==> config.mk <==
export PLATFORM = sky130hd
export DESIGN_NAME = approx_error_monitor
export DESIGN_NICKNAME = d
export VERILOG_FILES = /design/src/rtl/approx_error_monitor_pkg.sv /design/src/rtl/approx_error_monitor_metric.sv /design/src/rtl/approx_error_monitor.sv
export SDC_FILE = /design/constraint.sdc
export NUM_CORES = 1
export LEC_CHECK = 0
export BUFFER_PORTS_ARGS = -buffer_cell sky130_fd_sc_hd__clkbuf_2
export CORE_ASPECT_RATIO = 0.5
export CORE_MARGIN = 2
export CORE_UTILIZATION = 43
export CTS_BUF_LIST = sky130_fd_sc_hd__clkbuf_8
export CTS_CLUSTER_DIAMETER = 30
export DETAILED_ROUTE_END_ITERATION = 12
export GPL_ROUTABILITY_DRIVEN = 1
export PLACE_DENSITY_LB_ADDON = 0.25
export SLEW_MARGIN = 20
export SYNTH_ARGS = -nofsm -noshare
export SYNTH_HDL_FRONTEND = slang
export SYNTH_SLANG_ARGS = --single-unit
==> constraint.sdc <==
create_clock -name clk -period 3.8 [get_ports clk]
set_clock_uncertainty 0.15 [all_clocks]
set_input_delay 0.38 -clock clk [delete_from_list [all_inputs] [get_ports clk]]
set_output_delay 0.38 -clock clk [all_outputs]
set_load 0.05 [all_outputs]
==> src/rtl/approx_error_monitor_pkg.sv <==
// approx_eval_pkg: shared state encoding, default sizing and width helper for approximate-logic evaluation
package approx_eval_pkg;

    typedef enum logic [1:0] {IDLE, WAIT, SAMPLE, DONE} state_t;

    localparam int DEF_N_IN = 7;
    localparam int DEF_N_OUT = 4;
    localparam int DEF_SETTLE = 1;
    localparam int NUM_VEC = 1 << DEF_N_IN;

    function automatic int sum_width(input int n_in, input int per_vec_bits);
        return n_in + per_vec_bits;
    endfunction

endpackage

==> src/rtl/approx_error_monitor_metric.sv <==
// error_metric_unit: per-vector mismatch flag, Hamming distance and unsigned absolute difference
module error_metric_unit #(
    parameter int N_OUT = 4
) (
    input  logic [N_OUT-1:0]             exact_po,
    input  logic [N_OUT-1:0]             approx_po,
    output logic                         mismatch,
    output logic [$clog2(N_OUT+1)-1:0]   hd,
    output logic [N_OUT-1:0]             abs_diff
);
    localparam int PW = $clog2(N_OUT+1);

    logic [N_OUT-1:0] diff_bits;

    assign diff_bits = approx_po ^ exact_po;
    assign mismatch = |diff_bits;
    assign abs_diff = approx_po >= exact_po ? approx_po - exact_po : exact_po - approx_po;

    // popcount of the differing bit positions
    always_comb begin
        hd = '0;
        for (int i = 0; i < N_OUT; i++) hd = hd + PW'(diff_bits[i]);
    end

endmodule

==> src/rtl/approx_error_monitor.sv <==
// approx_error_monitor: exhaustive input sweep with on-chip error metric accumulation
module approx_error_monitor
    import approx_eval_pkg::*;
#(
    parameter int N_IN = DEF_N_IN,
    parameter int N_OUT = DEF_N_OUT,
    parameter int SETTLE = DEF_SETTLE
) (
    input  logic                                         clk,
    input  logic                                         rst,
    input  logic                                         start,
    output logic [N_IN-1:0]                              pi_o,
    input  logic [N_OUT-1:0]                             exact_po,
    input  logic [N_OUT-1:0]                             approx_po,
    output logic                                         busy,
    output logic                                         done,
    output logic [N_IN:0]                                err_count,
    output logic [sum_width(N_IN, $clog2(N_OUT+1))-1:0]  hd_sum,
    output logic [sum_width(N_IN, N_OUT)-1:0]            abs_err_sum,
    output logic [N_OUT-1:0]                             max_abs_err
);
    localparam int PW = $clog2(N_OUT+1);
    localparam int HD_W = sum_width(N_IN, PW);
    localparam int AE_W = sum_width(N_IN, N_OUT);
    localparam int SW = SETTLE > 0 ? $clog2(SETTLE+1) : 1;
    localparam logic [N_IN:0] LAST = {1'b0, {N_IN{1'b1}}};
    localparam state_t FIRST = SETTLE > 0 ? WAIT : SAMPLE;

    state_t state;
    logic [N_IN:0] vec;
    logic [SW-1:0] cnt;
    logic mismatch;
    logic [PW-1:0] hd;
    logic [N_OUT-1:0] abs_diff;

    error_metric_unit #(.N_OUT(N_OUT)) u_metric (
        .exact_po  (exact_po),
        .approx_po (approx_po),
        .mismatch  (mismatch),
        .hd        (hd),
        .abs_diff  (abs_diff)
    );

    assign pi_o = vec[N_IN-1:0];

    // sweep sequencer and metric accumulation
    always_ff @(posedge clk) begin
        if (rst) begin
            state <= IDLE;
            vec <= '0;
            cnt <= '0;
            busy <= 1'b0;
            done <= 1'b0;
            err_count <= '0;
            hd_sum <= '0;
            abs_err_sum <= '0;
            max_abs_err <= '0;
        end else begin
            case (state)
                IDLE, DONE: if (start) begin
                    state <= FIRST;
                    vec <= '0;
                    cnt <= '0;
                    busy <= 1'b1;
                    done <= 1'b0;
                    err_count <= '0;
                    hd_sum <= '0;
                    abs_err_sum <= '0;
                    max_abs_err <= '0;
                end
                WAIT: begin
                    cnt <= cnt == SW'(SETTLE-1) ? '0 : cnt + SW'(1);
                    if (cnt == SW'(SETTLE-1)) state <= SAMPLE;
                end
                SAMPLE: begin
                    err_count <= err_count + (N_IN+1)'(mismatch);
                    hd_sum <= hd_sum + HD_W'(hd);
                    abs_err_sum <= abs_err_sum + AE_W'(abs_diff);
                    if (abs_diff > max_abs_err) max_abs_err <= abs_diff;
                    if (vec == LAST) begin
                        state <= DONE;
                        busy <= 1'b0;
                        done <= 1'b1;
                    end else begin
                        vec <= vec + 1'b1;
                        state <= FIRST;
                    end
                end
                default: state <= IDLE;
            endcase
        end
    end

endmodule

== Word level (Yosys, flattened, before mapping) ==
Index checks and enable logic that the tools add are counted.

* Bits in registers: 46
* Bits in latches: 0
* Memory bits (writable): 0
* ROM bits: 0
* Bits of input ports: 11
* Output and inout port bits: 42
* Logic and storage cells: 66
* Memories: 0

* $add $sub $neg: 10
* Multipliers: 0
* Divide/modulo/power cells: 0
* Magnitude comparators: 2
* Equal/unequal tests: 9
* Shift operators: 0
* Muxes and demuxes: 24
* Bitwise gates (word level): 1
* Reduce and logical (&&, ||, !) cells: 11

{| class="wikitable"
|+ Operators by type and width
! kind !! number
|-
| $pmux 8 s2 || 2
|-
| $pmux 11 s2 || 1
|-
| $pmux 10 s2 || 1
|-
| $mux 8 || 2
|-
| $mux 4 || 3
|-
| $add 11x4->11 || 1
|-
| $mux 11 || 1
|-
| $add 10x3->10 || 1
|-
| $mux 10 || 1
|-
| $ne 2x2->1 const B || 5
|-
| $reduce_and 3->1 || 3
|-
| $add 8x1->8 || 1
|-
| $add 8x1->8 const B || 1
|-
| $eq 8x7->1 const B || 1
|-
| $pmux 4 s2 || 1
|-
| $sub 4x4->4 || 2
|-
| $add 3x1->3 || 2
|-
| $mux 2 || 3
|-
| $pmux 1 s2 || 3
|-
| $pmux 2 s3 || 1
|-
| $reduce_and 2->1 || 3
|-
| $mux 1 || 5
|-
| $eq 2x2->1 const B || 2
|-
| $ge 4x4->1 || 1
|-
| other kinds (9) || 10
|}

== Longest topological paths before layout ==
* Word-level depth: 6
* Depth in mapped cells: 14
* Depth with buffers taken out: 14

== Hierarchy ==
From an unflattened synthesis, not the netlist that was laid out.

* Cell total of the unflattened synthesis: 324
* Area, all modules: 2808.9 um^2

{| class="wikitable"
|+ Modules (own cells, without submodules)
! module !! times used !! cells an instance !! area each (um^2) !! seq. area each (um^2)
|-
| approx_error_monitor || 1 || 277 || 2424.8 || 900.9
|-
| error_metric_unit || 1 || 47 || 384.1 || 0.0
|}

== Worst setup path after synthesis ==
No wires, ideal clock.

* Kind: input to register
* Start point: input exact_po[1]
* End point: register hd_sum[8]
* Setup time: 71 ps
* Arrival: 2897 ps
* Data required time: 3579 ps
* Setup slack: 682 ps
* Stages: 13
* Path buffers: 0
* Path through: inv_1 ha_1 ha_1 inv_1 fa_1 inv_1 ha_1 inv_1 fa_1 nor2b_1 o21bai_4 or3_1 a21oi_1

* Longest elaborated chain between the ends: 6

{| class="wikitable"
|+ Ends and longest elaborated chain
! what !! RTL line !! source
|-
| start: declaration || approx_error_monitor.sv:13 || <nowiki>input logic [N_OUT-1:0] exact_po,</nowiki>
|-
| $xor 4x4->4 || approx_error_monitor_metric.sv:15 || <nowiki>assign diff_bits = approx_po ^ exact_po;</nowiki>
|-
| $add 1x1->2 || approx_error_monitor_metric.sv:22 || <nowiki>for (int i = 0; i < N_OUT; i++) hd = hd + PW'(diff_bits[i]);</nowiki>
|-
| $add 3x1->3 (2 in series) || approx_error_monitor_metric.sv:22 ||
|-
| $add 10x3->10 || approx_error_monitor.sv:77 || <nowiki>hd_sum <= hd_sum + HD_W'(hd);</nowiki>
|-
| $pmux 10 s2 || approx_error_monitor.sv:59 || <nowiki>case (state)</nowiki>
|-
| end signal: assignment || approx_error_monitor.sv:77 ||
|-
| end: declaration || approx_error_monitor.sv:18 || <nowiki>output logic [sum_width(N_IN, $clog2(N_OUT+1))-1:0] hd_sum,</nowiki>
|}

No other way between the ends.
A chain may end at the register's enable or synchronous reset.

== Final worst setup path ==
Ends and elaborated chain as after synthesis.

==> impl_results.html <==
<table>
<tr><th>Metric</th><th>Value</th></tr>
<tr><th colspan="2">Routing</th></tr>
<tr><td>Total wirelength of the detailed-routed design</td><td>5500 um</td></tr>
<tr><td>Number of detailed-route iterations in the first pass</td><td>4</td></tr>
<tr><td>Avg WL per Cell</td><td>12.5 um</td></tr>
<tr><td>Routed via count</td><td>2202</td></tr>
<tr><td>Count of unresolved DRC violations after routing</td><td>0</td></tr>
<tr><td>Drt first-iter violations</td><td>124</td></tr>
<tr><td>Avg Vias per Cell</td><td>5.02</td></tr>
<tr><td>Count of nets left with antenna violations after detail routing</td><td>0</td></tr>
<tr><th colspan="2">Power and ir drop</th></tr>
<tr><td>Areal power density over the cells</td><td>461 mW/mm^2</td></tr>
<tr><td>Total leakage power</td><td>1.37 nW</td></tr>
<tr><td>Maximum vdd ir drop</td><td>0.211 mV</td></tr>
<tr><td>Overall power after layout</td><td>1.43 mW</td></tr>
<tr><th colspan="2">Job</th></tr>
<tr><td>Max cap viols</td><td>0</td></tr>
<tr><th colspan="2">CTS</th></tr>
<tr><td>Post-cts repair resize count</td><td>0</td></tr>
<tr><td>Maximum clock path buffer count</td><td>2</td></tr>
<tr><td>Cts hold-fix bufs</td><td>0</td></tr>
<tr><td>Root buffer selected by CTS</td><td>sky130_fd_sc_hd__clkbuf_8</td></tr>
<tr><td>Clk pin slew, worst setup/hold paths</td><td>80 ps</td></tr>
<tr><td>CTS H-Tree Depth</td><td>2</td></tr>
<tr><td>CTS tree</td><td>built</td></tr>
<tr><td>Worst-skew pair later-pin latency</td><td>290 ps</td></tr>
<tr><td>Buffers inserted by post-CTS timing repair</td><td>0</td></tr>
<tr><td>Number of CTS-inserted buffers</td><td>5</td></tr>
<tr><td>Number of clock sinks</td><td>45</td></tr>
<tr><th colspan="2">Die</th></tr>
<tr><td>Core area</td><td>0.00611 sq mm</td></tr>
<tr><td>Standard-cell rows</td><td>20</td></tr>
<tr><td>Initial cell density of the core</td><td>44.6%</td></tr>
<tr><td>Ports</td><td>53</td></tr>
<tr><td>Die height</td><td>60.3 um</td></tr>
<tr><td>Die X</td><td>117 um</td></tr>
<tr><td>Overall die area</td><td>0.00703 sq mm</td></tr>
<tr><th colspan="2">Synthesis</th></tr>
<tr><td>Number of distinct library cell variants in the gate-level netlist after synthesis</td><td>46</td></tr>
<tr><td>Yosys warning total</td><td>0</td></tr>
<tr><td>Area fraction of the dominant cell type after synthesis</td><td>33.1%</td></tr>
<tr><td>Cell type with the highest aggregate area in the netlist</td><td>sky130_fd_sc_hd__dfxtp_1</td></tr>
<tr><td>Seq/Total Area, Yosys</td><td>33.1%</td></tr>
<tr><td>Instance count of the mapped netlist</td><td>310</td></tr>
<tr><td>Mean post-synth cell area</td><td>8.79 sq um</td></tr>
<tr><td>Proportion of register bits with asynchronous set or reset after synthesis</td><td>0%</td></tr>
<tr><td>Synth area leaders</td><td>sky130_fd_sc_hd__dfxtp_1 33%, sky130_fd_sc_hd__ha_1 12%, sky130_fd_sc_hd__nor2_1 5.5%</td></tr>
<tr><td>EDFF count, synth</td><td>0</td></tr>
<tr><td>Post-synth top flop</td><td>sky130_fd_sc_hd__dfxtp_1</td></tr>
<tr><td>Post-synthesis instance area</td><td>0.00273 sq mm</td></tr>
<tr><td>Number of flip-flops and latches in the synthesized netlist</td><td>45</td></tr>
<tr><td>Synthesized net count</td><td>352</td></tr>
<tr><th colspan="2">Global routing</th></tr>
<tr><td>Initial antenna violation count</td><td>0</td></tr>
<tr><td>Global-route wire length before repair</td><td>9160 um</td></tr>
<tr><td>Global-route congestion overflow total</td><td>0</td></tr>
<tr><td>Tot GR Track Use</td><td>16.6%</td></tr>
<tr><td>Number of global-route vias before repair</td><td>2024</td></tr>
<tr><td>Maximum number of pins on one net before global-route repair</td><td>27</td></tr>
<tr><th colspan="2">Timing</th></tr>
<tr><td>Final-report setup violation count</td><td>0</td></tr>
<tr><td>Minimum hold slack</td><td>324 ps</td></tr>
<tr><td>Final Slew Violations</td><td>0</td></tr>
<tr><td>Total negative slack for setup checks</td><td>0 ps</td></tr>
<tr><td>Tmin final</td><td>3170 ps</td></tr>
<tr><td>Timing-limited maximum frequency</td><td>0.316 GHz</td></tr>
<tr><td>Final number of hold-violating endpoints</td><td>0</td></tr>
<tr><td>Worst rel slew slack</td><td>29.8%</td></tr>
<tr><td>Setup repair after global routing missed its margin</td><td>false</td></tr>
<tr><td>Post-route clock period utilization</td><td>83.4%</td></tr>
<tr><td>Slew @ Worst Pin</td><td>1050 ps</td></tr>
<tr><td>Minimum setup slack in the final design</td><td>632 ps</td></tr>
<tr><th colspan="2">Status</th></tr>
<tr><td>Status</td><td>complete, no violations</td></tr>
<tr><th colspan="2">Worst setup path</th></tr>
<tr><td>Arrival @ worst endpoint</td><td>3230 ps</td></tr>
<tr><td>Worst setup path class</td><td>input pin to flop</td></tr>
<tr><td>Critical Path Fanout Max</td><td>5</td></tr>
<tr><td>Data required time of the critical path</td><td>3860 ps</td></tr>
<tr><td>Type of element launching the critical path</td><td>input pin</td></tr>
<tr><td>Crit path capture type</td><td>flop</td></tr>
<tr><th colspan="2">Final layout</th></tr>
<tr><td>Number of nets in the final layout</td><td>393</td></tr>
<tr><td>Core Util, Final</td><td>50.7%</td></tr>
<tr><td>Proportion of layout cells with a drive suffix above 1</td><td>20.2%</td></tr>
<tr><td>Antenna diodes</td><td>0</td></tr>
<tr><td>Final design instance area without fill</td><td>0.00310 sq mm</td></tr>
<tr><td>Leading cell types in the layout, fill and taps excluded</td><td>52 x sky130_fd_sc_hd__clkbuf_2, 45 x sky130_fd_sc_hd__dfxtp_1, 40 x sky130_fd_sc_hd__nor2_1</td></tr>
<tr><td>Most common cell after layout, fill and taps aside</td><td>sky130_fd_sc_hd__clkbuf_2</td></tr>
<tr><td>Non-filler instance count after layout</td><td>439</td></tr>
<tr><td>Number of inserted filler cells in the final layout</td><td>601</td></tr>
<tr><td>Area Overhead vs Synth</td><td>13.6%</td></tr>
<tr><th colspan="2">Min path</th></tr>
<tr><td>Min-delay worst type</td><td>flop to flop</td></tr>
<tr><th colspan="2">Place</th></tr>
<tr><td>Number of cells after detailed placement</td><td>432</td></tr>
<tr><td>Final weighted congestion of routability-driven global placement</td><td>0.777</td></tr>
<tr><td>Dpl hpwl</td><td>4220 um</td></tr>
<tr><td>Count of buffers inserted at the top-level ports</td><td>52</td></tr>
<tr><td>Total cell area at the placement stage</td><td>0.00299 sq mm</td></tr>
<tr><td>Place WS</td><td>314 ps</td></tr>
</table>
==> where the power goes <==
group	internal [mW]	switching [mW]	total (mW)
logic	0.177	0.376	0.553
registers	0.503	0.0259	0.529
clock network	0.191	0.155	0.346
total	0.872	0.556	1.43
==> final timing paths <==
kind,cells past startpoint,end,startpoint,slack [ps]
max,14,hd_sum[8]$_SDFFE_PP0P_,exact_po[1],630
min,2,done$_SDFFE_PP0P_,done$_SDFFE_PP0P_,320
max reg2reg,7,err_count[7]$_SDFFE_PP0P_,state[0]$_SDFFE_PP0P_,1280
min reg2reg,2,done$_SDFFE_PP0P_,done$_SDFFE_PP0P_,320
==> logic make-up (layout without fill, tap and decap cells) <==
logic type      Yosys count  in the layout  synth area share, %
simple gates             97             97                 17.6
compound gates           61             61                 16.1
buf+inv                  47             88                 7.90
flops                    45             45                 33.1
fa+ha+maj                31             31                 15.6
xor+xnor                 24             24                 7.71
mux                       5              5                 2.07
==> layer usage <==
metal / up-vias / share of wire [%] / global-route usage (%)
met2: 39 / 44 / 26.8
li1: 1139 / - / -
met1: 1018 / 50 / 22.4
met3: 6 / 4.6 / 3.96
met4: 0 / 1.0 / 4.87
met5: - / 0 / 0
==> flip-flops by register name, indices dropped and copies added (netlist names) <==
register	flops
err_count	8
busy	1
vec	8
done	1
max_abs_err	4
state	2
hd_sum	10
abs_err_sum	11
==> worst max-delay path, stage by stage <==
cell and delay [ps]:
sky130_fd_sc_hd__clkbuf_2 120, sky130_fd_sc_hd__inv_1 80, sky130_fd_sc_hd__ha_1 360, sky130_fd_sc_hd__ha_1 300, sky130_fd_sc_hd__inv_1 80, sky130_fd_sc_hd__fa_1 410
sky130_fd_sc_hd__inv_1 60, sky130_fd_sc_hd__ha_1 150, sky130_fd_sc_hd__inv_1 50, sky130_fd_sc_hd__fa_1 410, sky130_fd_sc_hd__nor2b_1 260, sky130_fd_sc_hd__o21bai_4 90
sky130_fd_sc_hd__or3_1 340, sky130_fd_sc_hd__a21oi_1 140
==> cells in the mapped netlist, types with 2 or more instances <==
library cell	count
sky130_fd_sc_hd__dfxtp_1	45
sky130_fd_sc_hd__nor3_1	5
sky130_fd_sc_hd__nand2_1	14
sky130_fd_sc_hd__a21o_1	6
sky130_fd_sc_hd__nand2b_1	2
sky130_fd_sc_hd__a22o_1	4
sky130_fd_sc_hd__nand3b_1	2
sky130_fd_sc_hd__nand4_1	6
sky130_fd_sc_hd__nand3_1	12
sky130_fd_sc_hd__and2_1	2
sky130_fd_sc_hd__nor2b_1	3
sky130_fd_sc_hd__clkbuf_1	8
sky130_fd_sc_hd__a22oi_1	9
sky130_fd_sc_hd__a31o_2	2
sky130_fd_sc_hd__o31ai_2	2
sky130_fd_sc_hd__o21ai_0	11
sky130_fd_sc_hd__a21oi_1	14
sky130_fd_sc_hd__xnor2_1	10
sky130_fd_sc_hd__or3_1	5
sky130_fd_sc_hd__inv_1	29
sky130_fd_sc_hd__fa_1	5
sky130_fd_sc_hd__a211oi_1	3
sky130_fd_sc_hd__o21bai_1	2
sky130_fd_sc_hd__xor2_1	14
sky130_fd_sc_hd__mux2i_1	3
sky130_fd_sc_hd__ha_1	26
sky130_fd_sc_hd__nor2_1	40
sky130_fd_sc_hd__buf_4	8
==> cell type report <==
cell class / instances / area, sq um / area share [%]
inverter: 29 / 109 / 3.52
multi-input combinational: 218 / 1610 / 52.1
timing repair buffer: 52 / 260 / 8.40
tap: 88 / 110 / 3.56
sequential: 45 / 901 / 29.1
clock buffer: 5 / 68.8 / 2.22
clock inverter: 2 / 35.0 / 1.13
No activity file was read; power rests on OpenSTA's default activity.
